$ cat src/rtl/envase_pkg.sv
// envase_pkg
//   Shared definitions for the parametrised bottling-line sequencer:
//   3-bit state encoding, fault codes, default phase durations at 50 MHz
//   and a small max() helper used to size the phase timer.
//   No ports (package).
package envase_pkg;

  typedef enum logic [2:0] {
    IDLE        = 3'd0,
    ESTEIRA     = 3'd1,
    ENCHENDO    = 3'd2,
    VEDANDO     = 3'd3,
    POSICAO_CQ  = 3'd4,
    DESCARTANDO = 3'd5,
    APROVADO    = 3'd6,
    FALHA       = 3'd7
  } estado_t;

  localparam logic [1:0] COD_NENHUMA = 2'b00;
  localparam logic [1:0] COD_ROLHA   = 2'b01;
  localparam logic [1:0] COD_ENCH    = 2'b10;

  localparam int T_ESTEIRA_DEF  = 50_000_000;
  localparam int T_VEDACAO_DEF  = 50_000_000;
  localparam int T_DESCARTE_DEF = 50_000_000;
  localparam int T_APROVADO_DEF = 50_000_000;
  localparam int T_ENCH_MAX_DEF = 250_000_000;
  localparam int T_CQ_MAX_DEF   = 500_000_000;
  localparam int LOTE_DEF       = 12;
  localparam int CNT_W_DEF      = 16;

  function automatic int max_t(input int a, input int b);
    return (a > b) ? a : b;
  endfunction

endpackage

$ cat src/rtl/temporizador_fase.sv
// temporizador_fase
//   Phase timer: up-counter cleared on state entry, saturating at all-ones,
//   with a terminal-count flag when the count reaches the loaded limit - 1
//   (i.e. on the last cycle of a phase that lasts 'lim' cycles).
// Ports
//   clk    in   1  clock
//   reset  in   1  synchronous active-high reset
//   clr    in   1  restart the count at 0 on the next cycle
//   lim    in   W  phase length in cycles (>= 1)
//   tc     out  1  current cycle is the last one of the phase
module temporizador_fase #(
  parameter int W = 4
) (
  input  logic         clk,
  input  logic         reset,
  input  logic         clr,
  input  logic [W-1:0] lim,
  output logic         tc
);

  logic [W-1:0] cnt;

  always_ff @(posedge clk) begin
    if (reset || clr) begin
      cnt <= '0;
    end else if (cnt != '1) begin
      cnt <= cnt + W'(1);
    end
  end

  assign tc = (cnt == lim - W'(1));

endmodule

$ cat src/rtl/fsm_envase_param.sv
// fsm_envase_param
//   Bottling-line main sequencer: conveyor -> fill -> seal -> QC ->
//   accept/discard, with configurable phase lengths, fill timeout, latched
//   fault with code, graceful stop and accepted/discarded/batch counters.
//   Optional build macro FSM_CQ_TIMEOUT_EN: undecided QC for T_CQ_MAX
//   cycles auto-rejects the bottle.
// Ports
//   clk, reset (sync, active-high)
//   cmd_iniciar, cmd_parar, cmd_reconhecer   operator commands
//   sensor_nivel, alarme_rolha, aprovado, reprovado   sensors / QC
//   esteira, valvula_ativa, vedacao_ativa, posicao_cq, descarte_ativo, falha
//                                            Moore state outputs
//   decrementar_rolha, garrafa_aprovada, duzia_completa   entry pulses
//   codigo_falha [1:0]                       fault code
//   cnt_aprovadas, cnt_descartadas [CNT_W]   bottle counters
//
// state       | meaning
// IDLE        | stopped, waiting for cmd_iniciar
// ESTEIRA     | conveyor indexing next bottle
// ENCHENDO    | fill valve open until full / alarm / timeout
// VEDANDO     | sealing actuator held
// POSICAO_CQ  | bottle at QC, waiting for decision
// DESCARTANDO | discard actuator held
// APROVADO    | accept phase held
// FALHA       | latched fault, waits for acknowledge with alarm clear
module fsm_envase_param
  import envase_pkg::*;
#(
  parameter int T_ESTEIRA  = T_ESTEIRA_DEF,
  parameter int T_VEDACAO  = T_VEDACAO_DEF,
  parameter int T_DESCARTE = T_DESCARTE_DEF,
  parameter int T_APROVADO = T_APROVADO_DEF,
  parameter int T_ENCH_MAX = T_ENCH_MAX_DEF,
  parameter int T_CQ_MAX   = T_CQ_MAX_DEF,
  parameter int LOTE       = LOTE_DEF,
  parameter int CNT_W      = CNT_W_DEF
) (
  input  logic             clk,
  input  logic             reset,
  input  logic             cmd_iniciar,
  input  logic             cmd_parar,
  input  logic             cmd_reconhecer,
  input  logic             sensor_nivel,
  input  logic             alarme_rolha,
  input  logic             aprovado,
  input  logic             reprovado,
  output logic             esteira,
  output logic             valvula_ativa,
  output logic             vedacao_ativa,
  output logic             decrementar_rolha,
  output logic             posicao_cq,
  output logic             descarte_ativo,
  output logic             garrafa_aprovada,
  output logic             duzia_completa,
  output logic             falha,
  output logic [1:0]       codigo_falha,
  output logic [CNT_W-1:0] cnt_aprovadas,
  output logic [CNT_W-1:0] cnt_descartadas
);

  localparam int T_MAX = max_t(max_t(max_t(T_ESTEIRA, T_VEDACAO), max_t(T_DESCARTE, T_APROVADO)),
                               max_t(T_ENCH_MAX, T_CQ_MAX));
  localparam int TW = $clog2(T_MAX + 1);
  localparam int LW = $clog2(LOTE + 1);

  estado_t       estado, estado_prox;
  logic [TW-1:0] lim;
  logic          tc;
  logic          parar_q;
  logic [LW-1:0] lote_q;
  logic          entra_ved, entra_apr, entra_desc;

  always_comb begin
    case (estado)
      ESTEIRA:     lim = TW'(T_ESTEIRA);
      ENCHENDO:    lim = TW'(T_ENCH_MAX);
      VEDANDO:     lim = TW'(T_VEDACAO);
      POSICAO_CQ:  lim = TW'(T_CQ_MAX);
      DESCARTANDO: lim = TW'(T_DESCARTE);
      APROVADO:    lim = TW'(T_APROVADO);
      default:     lim = TW'(1);
    endcase
  end

  // Timer restarts whenever the state changes, so tc always refers to the
  // number of cycles spent in the current state.
  temporizador_fase #(.W(TW)) u_tmr (
    .clk   (clk),
    .reset (reset),
    .clr   (estado_prox != estado),
    .lim   (lim),
    .tc    (tc)
  );

  always_comb begin
    estado_prox = estado;
    case (estado)
      IDLE:        if (cmd_iniciar) estado_prox = ESTEIRA;
      ESTEIRA:     if (tc) estado_prox = ENCHENDO;
      ENCHENDO: begin
        if (alarme_rolha)      estado_prox = FALHA;
        else if (sensor_nivel) estado_prox = VEDANDO;
        else if (tc)           estado_prox = FALHA;
      end
      VEDANDO:     if (tc) estado_prox = POSICAO_CQ;
      POSICAO_CQ: begin
        if (aprovado && !reprovado)      estado_prox = APROVADO;
        else if (reprovado && !aprovado) estado_prox = DESCARTANDO;
`ifdef FSM_CQ_TIMEOUT_EN
        else if (tc)                     estado_prox = DESCARTANDO;
`endif
      end
      DESCARTANDO, APROVADO:
        if (tc) estado_prox = parar_q ? IDLE : ESTEIRA;
      FALHA:       if (cmd_reconhecer && !alarme_rolha) estado_prox = IDLE;
      default:     estado_prox = IDLE;
    endcase
  end

  assign entra_ved  = (estado_prox == VEDANDO)     && (estado != VEDANDO);
  assign entra_apr  = (estado_prox == APROVADO)    && (estado != APROVADO);
  assign entra_desc = (estado_prox == DESCARTANDO) && (estado != DESCARTANDO);

  always_ff @(posedge clk) begin
    if (reset) begin
      estado            <= IDLE;
      parar_q           <= 1'b0;
      codigo_falha      <= COD_NENHUMA;
      lote_q            <= '0;
      cnt_aprovadas     <= '0;
      cnt_descartadas   <= '0;
      decrementar_rolha <= 1'b0;
      garrafa_aprovada  <= 1'b0;
      duzia_completa    <= 1'b0;
    end else begin
      estado            <= estado_prox;
      decrementar_rolha <= entra_ved;
      garrafa_aprovada  <= entra_apr;
      duzia_completa    <= entra_apr && (lote_q == LW'(LOTE - 1));

      if (estado == IDLE && estado_prox == ESTEIRA) begin
        parar_q <= 1'b0;
      end else if (cmd_parar && estado != IDLE && estado != FALHA) begin
        parar_q <= 1'b1;
      end

      if (estado == ENCHENDO && estado_prox == FALHA) begin
        codigo_falha <= alarme_rolha ? COD_ROLHA : COD_ENCH;
      end else if (estado == FALHA && estado_prox == IDLE) begin
        codigo_falha <= COD_NENHUMA;
      end

      if (entra_apr) begin
        cnt_aprovadas <= cnt_aprovadas + CNT_W'(1);
        lote_q        <= (lote_q == LW'(LOTE - 1)) ? '0 : lote_q + LW'(1);
      end

      if (entra_desc && cnt_descartadas != '1) begin
        cnt_descartadas <= cnt_descartadas + CNT_W'(1);
      end
    end
  end

  assign esteira        = (estado == ESTEIRA);
  assign valvula_ativa  = (estado == ENCHENDO);
  assign vedacao_ativa  = (estado == VEDANDO);
  assign posicao_cq     = (estado == POSICAO_CQ);
  assign descarte_ativo = (estado == DESCARTANDO);
  assign falha          = (estado == FALHA);

endmodule

$ cat config.mk
export PLATFORM = sky130hd
export DESIGN_NAME = fsm_envase_param
export DESIGN_NICKNAME = d
export VERILOG_FILES = /design/src/rtl/envase_pkg.sv /design/src/rtl/temporizador_fase.sv /design/src/rtl/fsm_envase_param.sv
export SDC_FILE = /design/constraint.sdc
export NUM_CORES = 1
export LEC_CHECK = 0
export ABC_AREA = 1
export CAP_MARGIN = 20
export CORE_MARGIN = 2
export CORE_UTILIZATION = 30
export DETAILED_ROUTE_END_ITERATION = 8
export PLACE_DENSITY = 0.53
export SYNTH_ARGS = -nofsm -noshare
export SYNTH_HDL_FRONTEND = slang
export SYNTH_SLANG_ARGS = --single-unit
$ cat constraint.sdc
create_clock -name clk -period 3.5 [get_ports clk]
set_clock_uncertainty 0.15 [all_clocks]
set_input_delay 0.35 -clock clk [delete_from_list [all_inputs] [get_ports clk]]
set_output_delay 0.35 -clock clk [all_outputs]
set_load 0.05 [all_outputs]
* Word level (Yosys, flattened, before mapping) *
Index checks and enable logic that the tools add are counted.

operators by class
  add/sub/neg operators = 5
  multipliers = 0
  divide/modulo/power cells = 0
  magnitude comparators = 0
  equal/unequal tests = 21
  shift-type cells = 0
  mux-type cells = 17
  bitwise operators = 0
  reductions and logical operators = 24

operators by type and width
  cell                   count
  $pmux 29 s3            1
  $add 16x1->16 const B  2
  $mux 3                 10
  $add 29x1->29 const B  1
  $eq 29x29->1           1
  $ne 29x29->1 const B   1
  $sub 29x1->29 const B  1
  $eq 3x3->1 const B     7
  $pmux 3 s7             1
  $ne 16x16->1 const B   1
  $logic_and 1x1->1      13
  $eq 3x2->1 const B     3
  $ne 3x3->1 const B     3
  $eq 3x1->1 const B     2
  $logic_not 3->1        2
  $mux 2                 3
  $add 4x1->4 const B    1
  $eq 4x4->1 const B     1
  $mux 4                 1
  $reduce_or 2->1        2
  $reduce_or 4->1        1
  $logic_not 1->1        3
  $ne 3x2->1 const B     1
  $ne 3x3->1             1
  other kinds (4)        4

word-level totals
  register bits = 74
  latch bits = 0
  memory bits (writable) = 0
  bits in read-only memories = 0
  output and inout bits = 43
  memories kept = 0

* Longest topological paths before layout *
Gate-level depths: netlist (run 1).

  word-level depth = 13
  mapped depth = 22

* Hierarchy *
Synthesis (run 1) repeated with hierarchy kept, for this count alone.

unflattened totals
  cell total of the unflattened synthesis = 889
  area, all modules = 5,405.2 um2

modules (own cells, without submodules)
  module             times used  cells an instance  area each (um2)  sequential area each (um2)
  temporizador_fase  1           504                2,887.8          580.6
  fsm_envase_param   1           385                2,517.4          900.9

* Worst setup path before layout (run 1) *
Ideal clock, no wire load.

  path kind = flip-flop to flip-flop
  from = register estado[2]
  to = register u_tmr.cnt[17]
  data arrival time = 2.383 ns
  setup slack = 0.905 ns
  cell stages (with the launch flop) = 17
  path buffers = 3
  period minus slack after synthesis = 2.595 ns
  cell sequence = dfxtp_1 -> buf_4 -> inv_2 -> nand2_1 -> nor2_1 -> inv_1 -> nand2_1 -> nand2_1 -> nand2_1 -> nand2_2 -> nand3_1 -> nand2_1 -> nor2_2 -> nand3_2 -> buf_6 -> buf_12 -> nor2_4

between the ends
  cells in the longest elaborated chain, start to end = 11
  elaborated cells on any way between the ends = 26

ends and longest elaborated chain
  item                       line                     RTL
  start: declaration         fsm_envase_param.sv:66   estado_t estado, estado_prox;
  start signal: assignment   fsm_envase_param.sv:136  estado <= estado_prox;
  $eq 3x2->1 (*)             n/a
  net vedacao_ativa          fsm_envase_param.sv:49   output logic vedacao_ativa,
  $reduce_or 4->1 (no line)  n/a
  $pmux 29 s3                fsm_envase_param.sv:74   case (estado)
  $sub 29x1->29              temporizador_fase.sv:31  assign tc = (cnt == lim - W'(1));
  $eq 29x29->1               temporizador_fase.sv:31
  $mux 3                     fsm_envase_param.sv:103  else if (tc) estado_prox = FALHA;
  $mux 3                     fsm_envase_param.sv:102  else if (sensor_nivel) estado_prox = VEDANDO;
  $mux 3                     fsm_envase_param.sv:101  if (alarme_rolha) estado_prox = FALHA;
  $pmux 3 s7 (*)             fsm_envase_param.sv:97   case (estado)
  $ne 3x3->1 (*)             fsm_envase_param.sv:90   .clr (estado_prox != estado),
  $logic_or 1x1->1 (*)       temporizador_fase.sv:24  if (reset || clr) begin
  end signal: assignment     temporizador_fase.sv:27  cnt <= cnt + W'(1);
  end: declaration           temporizador_fase.sv:21  logic [W-1:0] cnt;

The timed path passes the listed nets; every way through them passes the cells marked *.
A chain may end at the register's enable or synchronous reset.

* Worst setup path after layout (run 1) *
  from = register estado[2]
  to = register u_tmr.cnt[25]

between the ends
  cells in the longest elaborated chain, start to end = 11
  elaborated cells on any way between the ends = 26

ends and longest elaborated chain
  item                                      line
  $eq 3x1->1, or another cell as far along  fsm_envase_param.sv:74, fsm_envase_param.sv:97
  $reduce_or 4->1 (no line)                 n/a
  $pmux 29 s3                               fsm_envase_param.sv:74
  $sub 29x1->29                             temporizador_fase.sv:31
  $eq 29x29->1                              temporizador_fase.sv:31
  $mux 3                                    fsm_envase_param.sv:103
  $mux 3                                    fsm_envase_param.sv:102
  $mux 3                                    fsm_envase_param.sv:101
  $pmux 3 s7                                fsm_envase_param.sv:97
  $ne 3x3->1 (*)                            fsm_envase_param.sv:90
  $logic_or 1x1->1 (*)                      temporizador_fase.sv:24

Every way passes the cells marked *; elsewhere a longest branch is shown, timed or not.

==> reports/metrics.yaml, run 1 <==
route:
  drt_iter0_markers: 208
  vias: 3946
  ant_nets: 0
  wire_per_inst_um: 12.1
  route.detailed.vias_per_inst: 4.64
  wirelength_um: 10300
  drc: 0
  dr.pass1.iters: 5
pwr:
  peakVddDrop_uv: 175
  p_comb_frac: 0.135
  seqPwrFrac: 0.437
  p_per_area_nw_per_um2: 387
  p_clk_frac: 0.429
  swShare: 0.286
  power.internal_mw: 1.42
  p_sw_uw: 569
  p_leak_nw: 1.91
synth:
  synth_cells: 614
  ys_warn_count: 0
  yosys_register_bits: 74
  synth_nets: 627
  synth.distinct_cells: 37
  syn-cell-area_um2: 4200
  synth_area_leaders: "dfxtp_1 (35%), nand2_1 (9.7%), nor2_1 (8.1%)"
  synth_area_per_cell_um2: 6.84
  synthMostInstantiatedCell: "nand2_1"
  netlist_top_cells_count: "nand2_1 (108), nor2_1 (91), inv_1 (86)"
  async_reset_ff_frac: 0
  synth-edff-count: 0
  synth-seq-area-share: 0.353
  synth_top_area_frac: 0.353
  yosys.area.top_type: "dfxtp_1"
  dominantRegCellSynth: "dfxtp_1"
floorplanning:
  die_w_um: 122
  start_util: 0.305
  rows: 43
  core_um2: 13800
  dieHeight_um: 122
  dieArea_um2: 15000
  ios: 52
clock_network:
  cts_tree: "yes"
  cts_buffers: 9
  cts_sinks: 74
  htree_levels: 3
  ctsRootBufferMaster: "clkbuf_16"
  cts_resized: 0
  postCtsHoldBufs: 0
  clk_latency_ns: 0.34
  path_clk_slew_ns: 0.06
  cts_buffer_depth: 2
  cts_setup_buffers: 0
critical_path:
  cp.required_ns: 3.57
  worstPathCellList: "inv_2, nand2_1, nand3_2, nand2_1, nand2_1, inv_1, nand2_1, nor2_1, nand2_1, nor2_4, nand2_2, nand2_1, nand2_1, nand2_1, nand3_2, nand2_1, nand2_1, nand3_2, buf_12, nor2_1"
  cp-start-kind: "flip-flop"
  cpMaxStageDelayCell: "dfxtp_1"
  worstPathArrival_ns: 2.93
  r2r_end: "u_tmr.cnt[25]"
  critPathMaxStageDelay_ns: 0.66
  endpoint_kind: "flip-flop"
  critPathBufInv: 3
  reg2reg_from: "estado[2]"
  crit_fanout: 29
  cpMostUsedCell: "nand2_1"
  cp_top_family: "simple AND/OR/NAND/NOR gates"
  r2r_slack_ns: 0.64
  reg2regPathDepth: 20
  worstSetupPathType: "flip-flop to flip-flop"
placement:
  place_ws_ns: 0.673
  dp_hpwl_um: 7690
  gp_congestion: 0.876
  portBuffers: 51
grt:
  grt_usage: 0.146
  grt_pass1_wl_um: 17500
  grt_overflow: 0
  grt_pass1_vias: 3735
  antenna_found_initial: 0
  grt_max_degree: 30
sta:
  relSlewSlack: 0.634
  worst_slack_ns: 0.643
  min_period_ns: 2.86
  fin_setup_tns_ns: 0
  period_share: 0.816
  max_freq_mhz: 350
  maxSlewViolCount: 0
  setup_violations: 0
  worst_pin_slew_ns: 0.547
  rsz0062_at_grt: "no"
  hold_viol_final: 0
worst_hold_path:
  min_from: "codigo_falha[0]"
  holdPathEnd: "codigo_falha[0]"
  whs_path_depth: 2
  hold_path_class: "flip-flop to flip-flop"
layout:
  area_growth_pct: 22.7
  antenna_cells: 0
  nets: 678
  drive_above_1_share: 0.0791
  fillers: 1531
outcome:
  status: "finished clean"
run:
  cap_viol_max_count: 0
## routing by layer
metal | track usage | vias to the layer above | part of all wire
li1 | - | 2083 | -
met1 | 0.189 | 1781 | 0.47
met2 | 0.226 | 65 | 0.45
met3 | 0.0386 | 17 | 0.051
met4 | 0.0690 | 0 | 0.023
met5 | 0 | - | 0
## final cells by class
class	instances	area [um^2]	share of cell area
clock inverter	7	46.3	0.00898
tap	180	225	0.0437
inverter	92	348	0.0675
sequential	74	1480	0.288
multi-input combinational	431	2260	0.438
clock buffer	9	225	0.0437
timing repair buffer	57	568	0.110
## logic make-up after synthesis
group	share of synthesized area
AO/OA/AOI/OAI	0.0951
XOR/XNOR	0.0626
adder cells (fa/ha/maj)	0.0119
buffers and inverters	0.109
flip-flops	0.353
AND/OR/NAND/NOR	0.368
## state kept, by name (all words and copies together), names as in the netlist
name and cells:
lote_q 4, u_tmr.cnt 29, cnt_aprovadas 16, codigo_falha 2, decrementar_rolha 1, cnt_descartadas 16
estado 3, parar_q 1, garrafa_aprovada 1, duzia_completa 1
## worst reg2reg max path, cell delays in order, from the launching register on
cell and delay, ns:
dfxtp_1 0.66, inv_2 0.12, nand2_1 0.21, nand3_2 0.14, nand2_1 0.08, nand2_1 0.04
inv_1 0.05, nand2_1 0.04, nor2_1 0.09, nand2_1 0.09, nor2_4 0.11, nand2_2 0.09
nand2_1 0.07, nand2_1 0.04, nand2_1 0.10, nand3_2 0.10, nand2_1 0.08, nand2_1 0.06
nand3_2 0.09, buf_12 0.23, nor2_1 0.09
## cell usage in the layout, fill, tap and decap left out, drive strengths merged, types with 9 or more instances in the layout
| cell | n |
|---|---|
| nand4 | 22 |
| inv | 91 |
| dfxtp | 74 |
| nor2 | 105 |
| o21ai | 32 |
| xor2 | 24 |
| a21oi | 34 |
| clkbuf | 9 |
| nand3 | 37 |
| nand2 | 111 |
| nor3 | 32 |
| nor4 | 9 |
| clkdlybuf4s50 | 51 |
## metrics by stage
step,power (mW),utilization,std cells,hold WS (ns),instance area (um^2)
CTS,2.02,0.374,850,0.319,5150
global route,2.09,0.374,850,0.330,5150
global placement,1.16,0.354,834,0.312,4880
detailed placement,1.16,0.354,834,0.307,4880
floorplan,1.11,-,614,0.290,4200
finish,1.99,0.374,850,0.315,5150
## power groups by stage
| stage | clock, mW | sequential [mW] | combinational, mW |
|---|---|---|---|
| 2_1_floorplan | 0 | 0.883 | 0.226 |
| 3_3_place_gp | 0 | 0.888 | 0.270 |
| 3_5_place_dp | 0 | 0.888 | 0.271 |
| 4_1_cts | 0.882 | 0.869 | 0.272 |
| 5_1_grt | 0.919 | 0.871 | 0.301 |
| 6_report | 0.855 | 0.870 | 0.268 |
## worst max-delay path by stage
stage                         start       endpoint  slack, ns  depth (start not counted)
final                     estado[2]  u_tmr.cnt[25]       0.64                         20
after global routing      estado[2]   u_tmr.cnt[7]       0.33                         20
after CTS                 estado[2]  u_tmr.cnt[25]       0.65                         18
after detailed placement  estado[2]  u_tmr.cnt[25]       0.67                         18
after global placement    estado[2]  u_tmr.cnt[27]       0.69                         18
after floorplan           estado[2]  u_tmr.cnt[17]       0.91                         16
(Power assumes the default switching activity.)
==> run 2: changes to the inputs <==
Settings changed: PLACE_DENSITY 0.53 to 0.55.
Clock period 3.5 ns to 2.6 ns, I/O delays scaled along.
==> reports/metrics.yaml, run 2 (same netlist as run 1, synthesis figures left out) <==
grt:
  grt_pass1_vias: 4027  # +7.8%
  grt_pass1_wl_um: 18300  # +4.7%
  grt.met1_usage: 0.181  # -0.00713
  grt_usage: 0.153  # +0.00695
  use_met2: 0.258  # +0.0326
  grt_overflow: 0  # unchanged
  grt.busiest_layer: "met2"
  antenna_found_initial: 0  # unchanged
  grt_max_degree: 30  # unchanged
  grt_util_met3: 0.0520  # +0.0135
pwr:
  seqPwrFrac: 0.379  # -0.058
  power.internal_mw: 2.20  # +55%
  p_total_mw: 3.08  # +55%
  p_comb_frac: 0.176  # +0.041
  p_leak_nw: 2.11  # +10%
  p_per_area_nw_per_um2: 550  # +42%
  swShare: 0.284  # -0.00171
  p_sw_uw: 874  # +54%
  p_clk_frac: 0.445  # +0.016
  peakVddDrop_uv: 304  # +73%
layout:
  final_cell_mix: "nand2_1 (97), inv_1 (86), nor2_1 (70)"
  regMostFlops: "u_tmr.cnt"
  antenna_cells: 0  # unchanged
  nets: 702  # +3.5%
  final_common_cell: "nand2_1"
  largest_reg_flops: 29  # unchanged
  drive_above_1_share: 0.176  # +0.0967
  reg_top3: "u_tmr.cnt x29, cnt_aprovadas x16, cnt_descartadas x16"
  area_growth_pct: 33.3
clock_network:
  postCtsHoldBufs: 0  # unchanged
  path_clk_slew_ns: 0.06  # about the same
  cts_buffers: 9  # unchanged
  cts_tree: "yes"
  clk_latency_ns: 0.35  # about the same
  cts_sinks: 74  # unchanged
  cts_buffer_depth: 2  # unchanged
  ctsRootBufferMaster: "clkbuf_16"
  htree_levels: 3  # unchanged
sta:
  worst_slack_ns: 0.0731  # -0.570 ns
  maxSlewViolCount: 0  # unchanged
  period_share: 0.972  # +0.156
  setup_violations: 0  # unchanged
  min_period_ns: 2.53  # -0.330 ns
  hold_viol_final: 0  # unchanged
  worst_pin_slew_ns: 0.528  # -0.0185 ns
  max_freq_mhz: 396  # +13%
  relSlewSlack: 0.647  # +0.0124
  rsz0062_at_grt: "yes"
  whs_ns: 0.319  # +0.00465 ns
placement:
  gp_congestion: 0.869  # -0.71%
  portBuffers: 51  # unchanged
  place_ws_ns: 0.00240  # -0.671 ns
  dp_hpwl_um: 7910  # +2.8%
route:
  ant_nets: 0  # unchanged
  vias: 4212  # +6.7%
  drc: 0  # unchanged
  drt_iter0_markers: 257  # +24%
  wirelength_um: 11600  # +12%
  route.detailed.vias_per_inst: 4.82  # +3.8%
  wire_per_inst_um: 13.3  # +9.2%
  dr.pass1.iters: 5  # unchanged
critical_path:
  worstPathArrival_ns: 2.66  # -0.27 ns
  worstPathCellList: "nor2_4, nand2_4, buf_4, nand4_1, nand2_1, nand2_1, clkinv_1, nand3_1, nor2_4, nand2_4, nand2_2, nand2_2, nand2_4, nand3_2, nand2_1, nor2_2, nand3_4, clkbuf_16, nor2_1"
  endpoint_kind: "flip-flop"
  reg2reg_from: "estado[1]"
  cp.required_ns: 2.73  # -0.84 ns
  critPathBufInv: 3  # unchanged
  cp_top_family: "simple AND/OR/NAND/NOR gates"
  cp-start-kind: "flip-flop"
  cp-startpoint: "estado[1]"
  critPathMaxStageDelay_ns: 0.39  # -0.27 ns
  cpMaxStageDelayCell: "dfxtp_4"
  worstSetupPathType: "flip-flop to flip-flop"
  crit_fanout: 7  # -76%
floorplanning:
  dieArea_um2: 15000  # unchanged
  die_w_um: 122  # unchanged
  dieHeight_um: 122  # unchanged
  ios: 52  # unchanged
  rows: 43  # unchanged
  core_um2: 13800  # unchanged
  start_util: 0.305  # unchanged
outcome:
  status: "finished clean"
worst_hold_path:
  min_from: "codigo_falha[0]"
  hold_path_class: "flip-flop to flip-flop"
run:
  cap_viol_max_count: 0  # unchanged
## run 2: changes by cell type in the layout (fill, tap and decap cells not counted), sizes merged, moves of 2 or more
cell	previous run	this run
clkbuf	9	13
bufinv	0	2
clkdlybuf4s50	51	48
clkinv	8	3
buf	6	29
## run 2: cell type report
class	count	area, um^2
clock buffer	10	229
clock inverter	6	90.1
fill	1455	8180
inverter	92	353
multi-input combinational	432	2420
sequential	74	1500
tap	180	225
timing repair buffer	80	782
## run 2: repair_timing
action,CTS,global route
pin swaps,0,17
gates cloned,0,4
buffers inserted,0,8
endpoints found under the setup margin,20,30
gates resized for setup,2,59
## run 2: worst register-to-register path, delay by kind of cell (launching register included)
kind | cells | cell delay, ns
buffers and inverters | 3 | 0.42
DFF | 1 | 0.39
and+or+nand+nor | 16 | 1.50
## run 2: power by group through the flow
stage                     sequential [mW]  combinational, mW  clock, mW
final                                1.17              0.542       1.37
after global routing                 1.17              0.584       1.44
after CTS                            1.17              0.391       1.40
after detailed placement             1.19              0.389          0
after global placement               1.19              0.384          0
after floorplan                      1.19              0.304          0
## run 2: worst paths after layout
| path | end | slack [ns] | depth (start not counted) |
|---|---|---|---|
| worst min register to register | codigo_falha[0] | 0.32 | 2 |
| worst min-delay path | codigo_falha[0] | 0.32 | 2 |
| worst max-delay path | u_tmr.cnt[3] | 0.07 | 19 |
| worst max register to register | u_tmr.cnt[3] | 0.07 | 19 |
## run 2: per-stage QoR
step,cell area [um^2],TNS (ns),utilization,instances
6_report,5600,0,0.406,874
3_3_place_gp,4960,0,0.360,846
3_5_place_dp,4960,0,0.360,846
4_1_cts,5290,0,0.384,862
2_1_floorplan,4200,0,-,614
5_1_grt,5600,-1.73,0.406,874
## run 2: layer usage
metal | vias up | part of all wire
li1 | 2134 | -
met1 | 1935 | 0.44
met2 | 120 | 0.48
met3 | 23 | 0.064
met4 | 0 | 0.021
met5 | - | 0
